[src/rtl/stopwatch_btn_cmd.sv]
// Push-button front end: sync, debounce, press detect, priority arbiter.
// Define BTN_TOGGLE_EN to make btn_start toggle start/stop from FSM state.
module stopwatch_btn_cmd #(
    parameter int DEBOUNCE_CYCLES = 16,
    parameter int CNT_W           = $clog2(DEBOUNCE_CYCLES)
) (
    input  logic       clk,
    input  logic       rst_n,
    input  logic       btn_start,
    input  logic       btn_stop,
    input  logic       btn_reset,
    input  logic [1:0] state,
    output logic       start,
    output logic       stop,
    output logic       reset
);

    localparam logic [CNT_W-1:0] CNT_MAX = CNT_W'(DEBOUNCE_CYCLES - 1);

    logic [2:0]       btn_raw;
    logic [2:0]       sync1_q, sync1_d;
    logic [2:0]       sync2_q, sync2_d;
    logic [2:0]       stable_q, stable_d;
    logic [CNT_W-1:0] cnt_q [3];
    logic [CNT_W-1:0] cnt_d [3];
    logic [2:0]       press;
    logic             start_req, stop_req;
    logic             start_q, start_d;
    logic             stop_q, stop_d;
    logic             reset_q, reset_d;

    // Bit order: 0 start, 1 stop, 2 reset
    assign btn_raw = {btn_reset, btn_stop, btn_start};

    always_comb begin
        sync1_d  = btn_raw;
        sync2_d  = sync1_q;
        stable_d = stable_q;
        for (int i = 0; i < 3; i++) begin
            cnt_d[i] = '0;
            if (sync2_q[i] != stable_q[i]) begin
                if (cnt_q[i] == CNT_MAX) begin
                    stable_d[i] = sync2_q[i];
                end else begin
                    cnt_d[i] = cnt_q[i] + 1'b1;
                end
            end
        end
    end

    assign press = stable_d & ~stable_q;

`ifdef BTN_TOGGLE_EN
    logic toggle_stop;
    assign toggle_stop = press[0] && (state == 2'b01);
    assign start_req   = press[0] && !toggle_stop;
    assign stop_req    = press[1] || toggle_stop;
`else
    logic unused_state;
    assign unused_state = ^state;
    assign start_req    = press[0];
    assign stop_req     = press[1];
`endif

    // Fixed priority: reset > stop > start; losers are dropped
    always_comb begin
        reset_d = press[2];
        stop_d  = stop_req && !press[2];
        start_d = start_req && !stop_req && !press[2];
    end

    always_ff @(posedge clk) begin
        if (!rst_n) begin
            sync1_q  <= '0;
            sync2_q  <= '0;
            stable_q <= '0;
            for (int i = 0; i < 3; i++) begin
                cnt_q[i] <= '0;
            end
            start_q  <= 1'b0;
            stop_q   <= 1'b0;
            reset_q  <= 1'b0;
        end else begin
            sync1_q  <= sync1_d;
            sync2_q  <= sync2_d;
            stable_q <= stable_d;
            for (int i = 0; i < 3; i++) begin
                cnt_q[i] <= cnt_d[i];
            end
            start_q  <= start_d;
            stop_q   <= stop_d;
            reset_q  <= reset_d;
        end
    end

    assign start = start_q;
    assign stop  = stop_q;
    assign reset = reset_q;

endmodule
[config.mk]
export PLATFORM = sky130hd
export DESIGN_NAME = stopwatch_btn_cmd
export DESIGN_NICKNAME = d
export VERILOG_FILES = /design/src/rtl/stopwatch_btn_cmd.sv
export SDC_FILE = /design/constraint.sdc
export NUM_CORES = 1
export LEC_CHECK = 0
export ABC_AREA = 0
export BUFFER_PORTS_ARGS = -buffer_cell sky130_fd_sc_hd__buf_2
export CAP_MARGIN = 40
export CORE_MARGIN = 10
export CORE_UTILIZATION = 40
export CTS_CLUSTER_DIAMETER = 100
export DETAILED_ROUTE_END_ITERATION = 10
export PLACE_DENSITY_LB_ADDON = 0.15
export SLEW_MARGIN = 20
export SYNTH_ARGS = -nofsm -noshare
export SYNTH_HDL_FRONTEND = slang
export SYNTH_SLANG_ARGS = --single-unit
[constraint.sdc]
create_clock -name clk -period 3 [get_ports clk]
set_clock_uncertainty 0.1 [all_clocks]
set_input_delay 0.15 -clock clk [delete_from_list [all_inputs] [get_ports clk]]
set_output_delay 0.15 -clock clk [all_outputs]
set_load 0.05 [all_outputs]
### Word-level counts from Yosys, hierarchy flattened

Memories as Yosys holds them, arrays and structs flattened.
Index checks and enable logic that the tools add are counted.

* add/subtract/negate cells: 3
* equal/unequal tests: 6
* multiplexer cells: 17
* bitwise gates (word level): 5
* reduce and logical (&&, ||, !) cells: 5

Operators with widths (count)
* $mux W4: 9
* $add A4 B1 Y4 const B: 3
* $eq A4 B4 Y1 const B: 3
* $mux W1: 8
* $and A3 B3 Y3: 1
* $logic_and A1 B1 Y1: 3
* $ne A1 B1 Y1: 3
* $not A3 Y3: 1
* $or A1 B1 Y1: 3
* $logic_not A1 Y1: 2

* flip-flop bits (word level): 12
* memory bits (writable): 12
* input port bits: 7
* output and inout port bits: 3
* word-level logic and storage cells: 43
* memories: 1

Memories
* cnt_q: words 3, bits a word 4, read ports 3, clocked after memory_dff 0, wr ports 3, line 24 `logic [CNT_W-1:0] cnt_q [3];`

### Longest topological paths before layout

Gate-level depths: netlist (run 1).

* depth in word-level cells: 7
* gate-level depth with buffers: 4
* mapped depth without buffers: 4

### Worst setup path before layout (run 1)

No wires, ideal clock.

* kind: reg-to-reg
* start: memory cnt_q[0][8] (netlist bit)
* end: register start_q (netlist: start)
* library setup time: 0.092 ns
* data arrival time: 0.932 ns
* required time: 2.808 ns
* slack: 1.876 ns
* stages on the path, launching flop included: 5
* buffers on the path: 0
* cells stage by stage: dfxtp_1 ha_1 nand3_2 o21ai_2 nor4_1

RTL lines
* start, declared: line 24
* end signal, assigned: line 90 `start_q <= start_d;`
* end, declared: line 28 `logic start_q, start_d;`

==> results of run 1 <==
repair_timing:
item | CTS | global route
setup endpoints to repair | 0 | 0
hold buffers | 3 | 0
endpoints found under the hold margin | 3 | 0
resized for setup | 0 | 0
sequential cells by signal, summed over array words and instances, names as in the netlist:
register	count
cnt_q	12
sync1_q	3
reset	1
stop	1
sync2_q	3
stable_q	3
start	1
power by group through the flow:
| stage | combinational (uW) | sequential [uW] | clock, uW |
|---|---|---|---|
| after floorplan | 9.53 | 333 | 0 |
| after global placement | 13.3 | 333 | 0 |
| after detailed placement | 13.4 | 334 | 0 |
| after CTS | 16.4 | 326 | 171 |
| after global routing | 18.5 | 327 | 182 |
| final | 16.1 | 326 | 163 |
worst max-delay path: stages, from the launching register on:
cell and delay [ns]:
dfxtp_1 0.35, ha_1 0.23, nand3_2 0.12, o21ai_2 0.08
nor4_1 0.26
cells in the mapped netlist:
cell / instances
dfxtp_1: 24
nor2_1: 14
nand3_1: 7
xor2_1: 7
and2_1: 6
inv_1: 4
ha_1: 3
mux2i_1: 3
nand3_2: 2
xnor2_1: 2
and3_1: 1
buf_2: 1
nand2b_1: 1
nor2b_1: 1
nor3_1: 1
nor3b_2: 1
nor4_1: 1
o21ai_2: 1
or2b_2: 1
how the worst min path moves through the flow:
stage | start | to | slack, ns | depth (start not counted)
after floorplan | btn_start | sync1_q[0]$_SDFF_PN0_ | 0.18 | 1
after global placement | btn_start | sync1_q[0]$_SDFF_PN0_ | 0.26 | 2
after detailed placement | btn_stop | sync1_q[1]$_SDFF_PN0_ | 0.26 | 2
after CTS | rst_n | stop$_SDFF_PN0_ | 0.07 | 3
after global routing | rst_n | stop$_SDFF_PN0_ | 0.08 | 3
final | rst_n | stop$_SDFF_PN0_ | 0.07 | 3
per-stage QoR:
step / std cells / hold slack [ns] / worst slack (ns) / total power, uW / util
global placement: 114 / 0.2554 / 1.782 / 346.7 / 0.4575
detailed placement: 114 / 0.2604 / 1.788 / 347.0 / 0.4575
CTS: 121 / 0.06521 / 1.757 / 514.2 / 0.4906
global route: 121 / 0.07836 / 1.665 / 527.5 / 0.4906
finish: 121 / 0.06914 / 1.772 / 504.9 / 0.4906
floorplan: 81 / 0.1773 / 1.876 / 342.4 / -
layout make-up:
cell class,count,share of cell area
Sequential cell,24,0.4892
Multi-Input combinational cell,52,0.3580
Timing Repair Buffer,10,0.06624
Clock buffer,4,0.03694
Tap cell,27,0.03439
Inverter,4,0.01529
cells by family (layout without fill, tap and decap cells):
logic type / Yosys count / in the layout / synth area share
fa+ha+maj: 3 / 3 / 0.04406
compound gates: 1 / 1 / 0.01028
flops: 24 / 24 / 0.5639
simple gates: 36 / 36 / 0.2306
xor+xnor: 9 / 9 / 0.09252
mux: 3 / 3 / 0.03524
buf+inv: 5 / 18 / 0.02348
layer usage:
| layer | vias to the layer above | global-route usage |
|---|---|---|
| li1 | 285 | - |
| met3 | 4 | 0.02542 |
| met2 | 8 | 0.08254 |
| met5 | - | 0 |
| met1 | 229 | 0.07274 |
| met4 | 0 | 0.05497 |
==> impl_results.md, run 1 <==
* Max Root-Sink Buffers at 2
* Crit-path max FO at 4
* Fmax at 814.6 MHz
* Area share of the leading cell type in the synthesized netlist at 0.5639
* Slew Limit Fails at 0
* Clock share of power at 0.322
* Post-Synthesis Cells at 81
* Worst setup path class: reg -> reg
* Vias in the first global route at 485
* Tcrit/Tclk final at 0.4092
* Core area at 2002 um2
* Post-DP HPWL at 852.1 um
* Clock Latency Late Sink at 0.30 ns
* Most frequent cells in the layout: dfxtp_1 (24), nor2_1 (14), nand3_1 (7), xor2_1 (7), buf_2 (7)
* Status: finished, final reports clean
* Final setup violation count at 0
* Most common cell after layout, fill and taps aside: dfxtp_1
* Net Sw Frac at 0.1945
* Layout cells sized above 1 at 0.1702
* PwrDens at 514.0 nW/um2
* Critical path required time at 3.12 ns
* Multi-input logic area at 351.6 um2
* CTS Sinks at 24
* # rows at 16
* Vias per cell at 4.347
* Crit path launch: cnt_q[0][8]$_SDFF_PP0_
* N_diodes at 0
* Die height at 66.16 um
* Initial Util at 0.4256
* Die area at 4376 um2
* Unrepaired setup endpoints after global routing: no
* YS warnings at 0
* IR drop worst, VDD at 0.0002790 V
* DRC errors left at 0
* CP endpoint: start$_SDFF_PN0_
* Worst Reg-to-Reg Cells at 4
* Total GRT Usage at 0.06166
* Largest net degree at the start of global routing at 14
* Crit end category: flip-flop
* Initial antenna violation count at 0
* Fillcell total at 195
* DR WL met2 at 445 um
* Hold Fails Final Rpt at 0
* Switching pwr at 98.21 uW
* Worst hold path class: in -> reg
* Clock slew at reported path FFs at 0.12 ns
* Syn-to-layout area delta at 15.27%
* Met3 WL at 47 um
* Max-cap viol count at 0
* Final WL at 1129 um
* IO buf count at 7
* Top sig layer: met4
* # Post-CTS Setup Buffers at 0
* Logic pwr share at 0.032
* Syn Area/Cell at 10.52 um2
* H-tree levels at 1
* Post-layout instance area at 982.2 um2
* Number of buffers created by CTS at 3
* Top Ports at 10
* Mapped Area at 852.1 um2
* WP data arrival at 1.35 ns
* Internal at 406.7 uW
* Leading post-synthesis cells by cell area: dfxtp_1 (56%), xor2_1 (7.2%), nor2_1 (6.2%)
* TNS Setup at 0 ns
* First-pass GRT wire length at 2049 um
* Via Count at 526
* Worst reg2reg startpoint: cnt_q[0][8]$_SDFF_PP0_
* FF+latch count, synth at 24
* Seq. cell area at 480.5 um2
* DR pass1 iterations at 2
* Critical R2R Capture: start$_SDFF_PN0_
* Wire per inst at 9.331 um
* Fin nets at 105
* Min Tclk post-route at 1.228 ns
* Yosys top cell by area: dfxtp_1
* R2R Setup Slk at 1.77 ns
* Post-route ant nets at 0
* Seq/Total Area, Yosys at 0.5639
* Yosys cell types at 19
* Root Buffer: clkbuf_4
* Leakage power at 0.0004347 uW
* GP Congestion at 0.7406
* GR Overflow Total at 0
* Cell Area, Placed at 915.9 um2
* CP Launch Type: flip-flop
* CTS tree: done
* M1 WL at 598 um
* Initial DRC count at 3
* Syn_nets at 91
* Reg power frac at 0.646
* Slew @ Worst Pin at 0.2506 ns
* Die X at 66.16 um
* Slew headroom at 0.8341
No activity file was read; power rests on OpenSTA's default activity.
==> run 2: changes to the inputs <==
Clock period 3 ns to 1 ns, I/O delays scaled along.
==> run 2 against run 1 <==
The flow now finishes with violations (negative hold slack, negative setup slack); die area unchanged; via count grew 6.7%; combinational power grew to 4.0 times the previous value; count of clock-buffer cells in the layout is 1 lower; critical path type unchanged.
==> impl_results.md, run 2 (synthesis results as in run 1) <==
* Critical path required time at 1.12 ns
* Slew headroom at 0.8663
* Initial DRC count at 11
* Final WL at 1291 um
* Min Tclk post-route at 1.082 ns
* Critical R2R Capture: start$_SDFF_PN0_
* Post-Layout Cell Count at 127
* IR drop worst, VDD at 0.0008943 V
* Setup ws final at -0.08185 ns
* Leakage power at 0.0004775 uW
* Top Ports at 10
* Total chip power at 1735 uW
* Clock slew at reported path FFs at 0.12 ns
* WHS Path Cells at 3
* Hold_ws at -0.02845 ns
* CTS Sinks at 24
* Worst reg2reg startpoint: cnt_q[0][5]$_SDFF_PP0_
* Worst setup path class: reg -> reg
* PwrDens at 1453 nW/um2
* Number of buffers created by CTS at 3
* Vias in the first global route at 576
* Max-cap viol count at 0
* Die height at 66.16 um
* Syn-to-layout area delta at 40.09%
* IO buf count at 7
* Largest net degree at the start of global routing at 15
* Placed Cells at 119
* Wire per inst at 10.17 um
* Clock Latency Late Sink at 0.31 ns
* Status: finished with violations
* Die area at 4376 um2
* Violated checks: negative hold slack, negative setup slack
* # rows at 16
* Max reg flops at 12
* Worst Reg-to-Reg Cells at 4
* Post-route ant nets at 0
* H-tree levels at 1
* Crit path cell chain: ha_4, nand3_4, nor3b_2, nor4_1
* R2R Setup Slk at -0.08 ns
* Crit-path max FO at 3
* Vias per cell at 4.417
* WP data arrival at 1.20 ns
* Highest cell delay on the worst timing path at 0.36 ns
* Fin nets at 111
* CP Buf/Inv Count at 0
* Core area at 2002 um2
* Worst hold path class: in -> reg
* Tcrit/Tclk final at 1.082
* Slew @ Worst Pin at 0.1987 ns
* Layout cells sized above 1 at 0.4700
* Final setup violation count at 10
* Largest register by flop count: cnt_q
* Unrepaired setup endpoints after global routing: yes
* CTS tree: done
* Slew Limit Fails at 0
* Initial antenna violation count at 0
* Worst hold path startpoint: rst_n
* First-pass GRT wire length at 2380 um
* Initial Util at 0.4256
* CP Launch Type: flip-flop
* GR Overflow Total at 0
* DR pass1 iterations at 4
* Most frequent cells in the layout: dfxtp_2 (13), nor2_1 (12), dfxtp_1 (11)
* Hold Fails Final Rpt at 12
* Total GRT Usage at 0.06989
* Fmax at 924.3 MHz
* CP top delay family: simple AND/OR/NAND/NOR gates
* Crit end category: flip-flop
* Post-DP HPWL at 928.4 um
* Via Count at 561
* Root Buffer: clkbuf_4
* # hold bufs at CTS at 3
* Max Root-Sink Buffers at 2
* GP Congestion at 0.6704
* N_diodes at 0
* Most common cell after layout, fill and taps aside: dfxtp_2
* WHS Endpoint: start$_SDFF_PN0_
* DRC errors left at 0
* Die X at 66.16 um
* Slowest stage cell, crit path: dfxtp_2
## run 2: cell types whose count changed in the layout (fill, tap and decap cells not counted), sizes merged
| cell | change |
|---|---|
| bufinv | +1 |
| clkbuf | -1 |
| buf | +6 |
## run 2: timing repair
action,CTS,global route
pin swaps,3,1
gates resized for setup,10,15
hold endpoints to repair,12,11
buffers inserted,0,1
setup endpoints to repair,20,21
## run 2: stage by stage
| stage | setup slack [ns] | setup TNS (ns) | utilization | cell area, um2 | hold slack (ns) |
|---|---|---|---|---|---|
| after floorplan | -0.01680 | -0.03356 | - | 913.4 | 0.07729 |
| after global placement | -0.05030 | -0.2839 | 0.5069 | 1015 | 0.1551 |
| after detailed placement | -0.05659 | -0.4991 | 0.5069 | 1015 | 0.1581 |
| after CTS | -0.08938 | -0.5966 | 0.5694 | 1140 | -0.03075 |
| after global routing | -0.1496 | -1.317 | 0.5963 | 1194 | -0.02943 |
| final | -0.08185 | -0.3630 | 0.5963 | 1194 | -0.02845 |
## run 2: worst register-to-register path: stages, from the launching register on
cell     delay [ns]
dfxtp_2        0.36
ha_4           0.16
nand3_4        0.09
nor3b_2        0.05
nor4_1         0.23
## run 2: how the worst max path moves through the flow
stage          slack, ns  cells after the start               end                    from
4_1_cts            -0.09                      4   stop$_SDFF_PN0_  cnt_q[0][5]$_SDFF_PP0_
5_1_grt            -0.15                      4   stop$_SDFF_PN0_  cnt_q[0][5]$_SDFF_PP0_
2_1_floorplan      -0.02                      4  start$_SDFF_PN0_  cnt_q[0][4]$_SDFF_PP0_
3_3_place_gp       -0.05                      4  start$_SDFF_PN0_  cnt_q[0][5]$_SDFF_PP0_
6_report           -0.08                      4  start$_SDFF_PN0_  cnt_q[0][5]$_SDFF_PP0_
3_5_place_dp       -0.06                      4   stop$_SDFF_PN0_  cnt_q[0][5]$_SDFF_PP0_
## run 2: area by class of cell
cell class              instances  area [um2]
fillers                       172       808.3
clock buffers                   3       22.52
well taps                      27       33.78
repair buffers                 16       136.4
clock inverters                 1       30.03
flip-flops and latches         24       496.7
multi-input cells              52       459.2
inverters                       4       15.01
## run 2: routing by layer
metal / global-route usage / up-vias / routed length, um
li1: - / 296 / -
met5: 0 / - / 0
met3: 0.03898 / 0 / 73
met4: 0.03141 / 0 / 0
met2: 0.1124 / 9 / 657
met1: 0.07274 / 256 / 560
## run 2: report_power, final
| group | switching (uW) | total [uW] | internal, uW |
|---|---|---|---|
| sequential | 9.45 | 982 | 972 |
| combinational | 27.7 | 65.0 | 37.3 |
| clock | 283 | 688 | 405 |
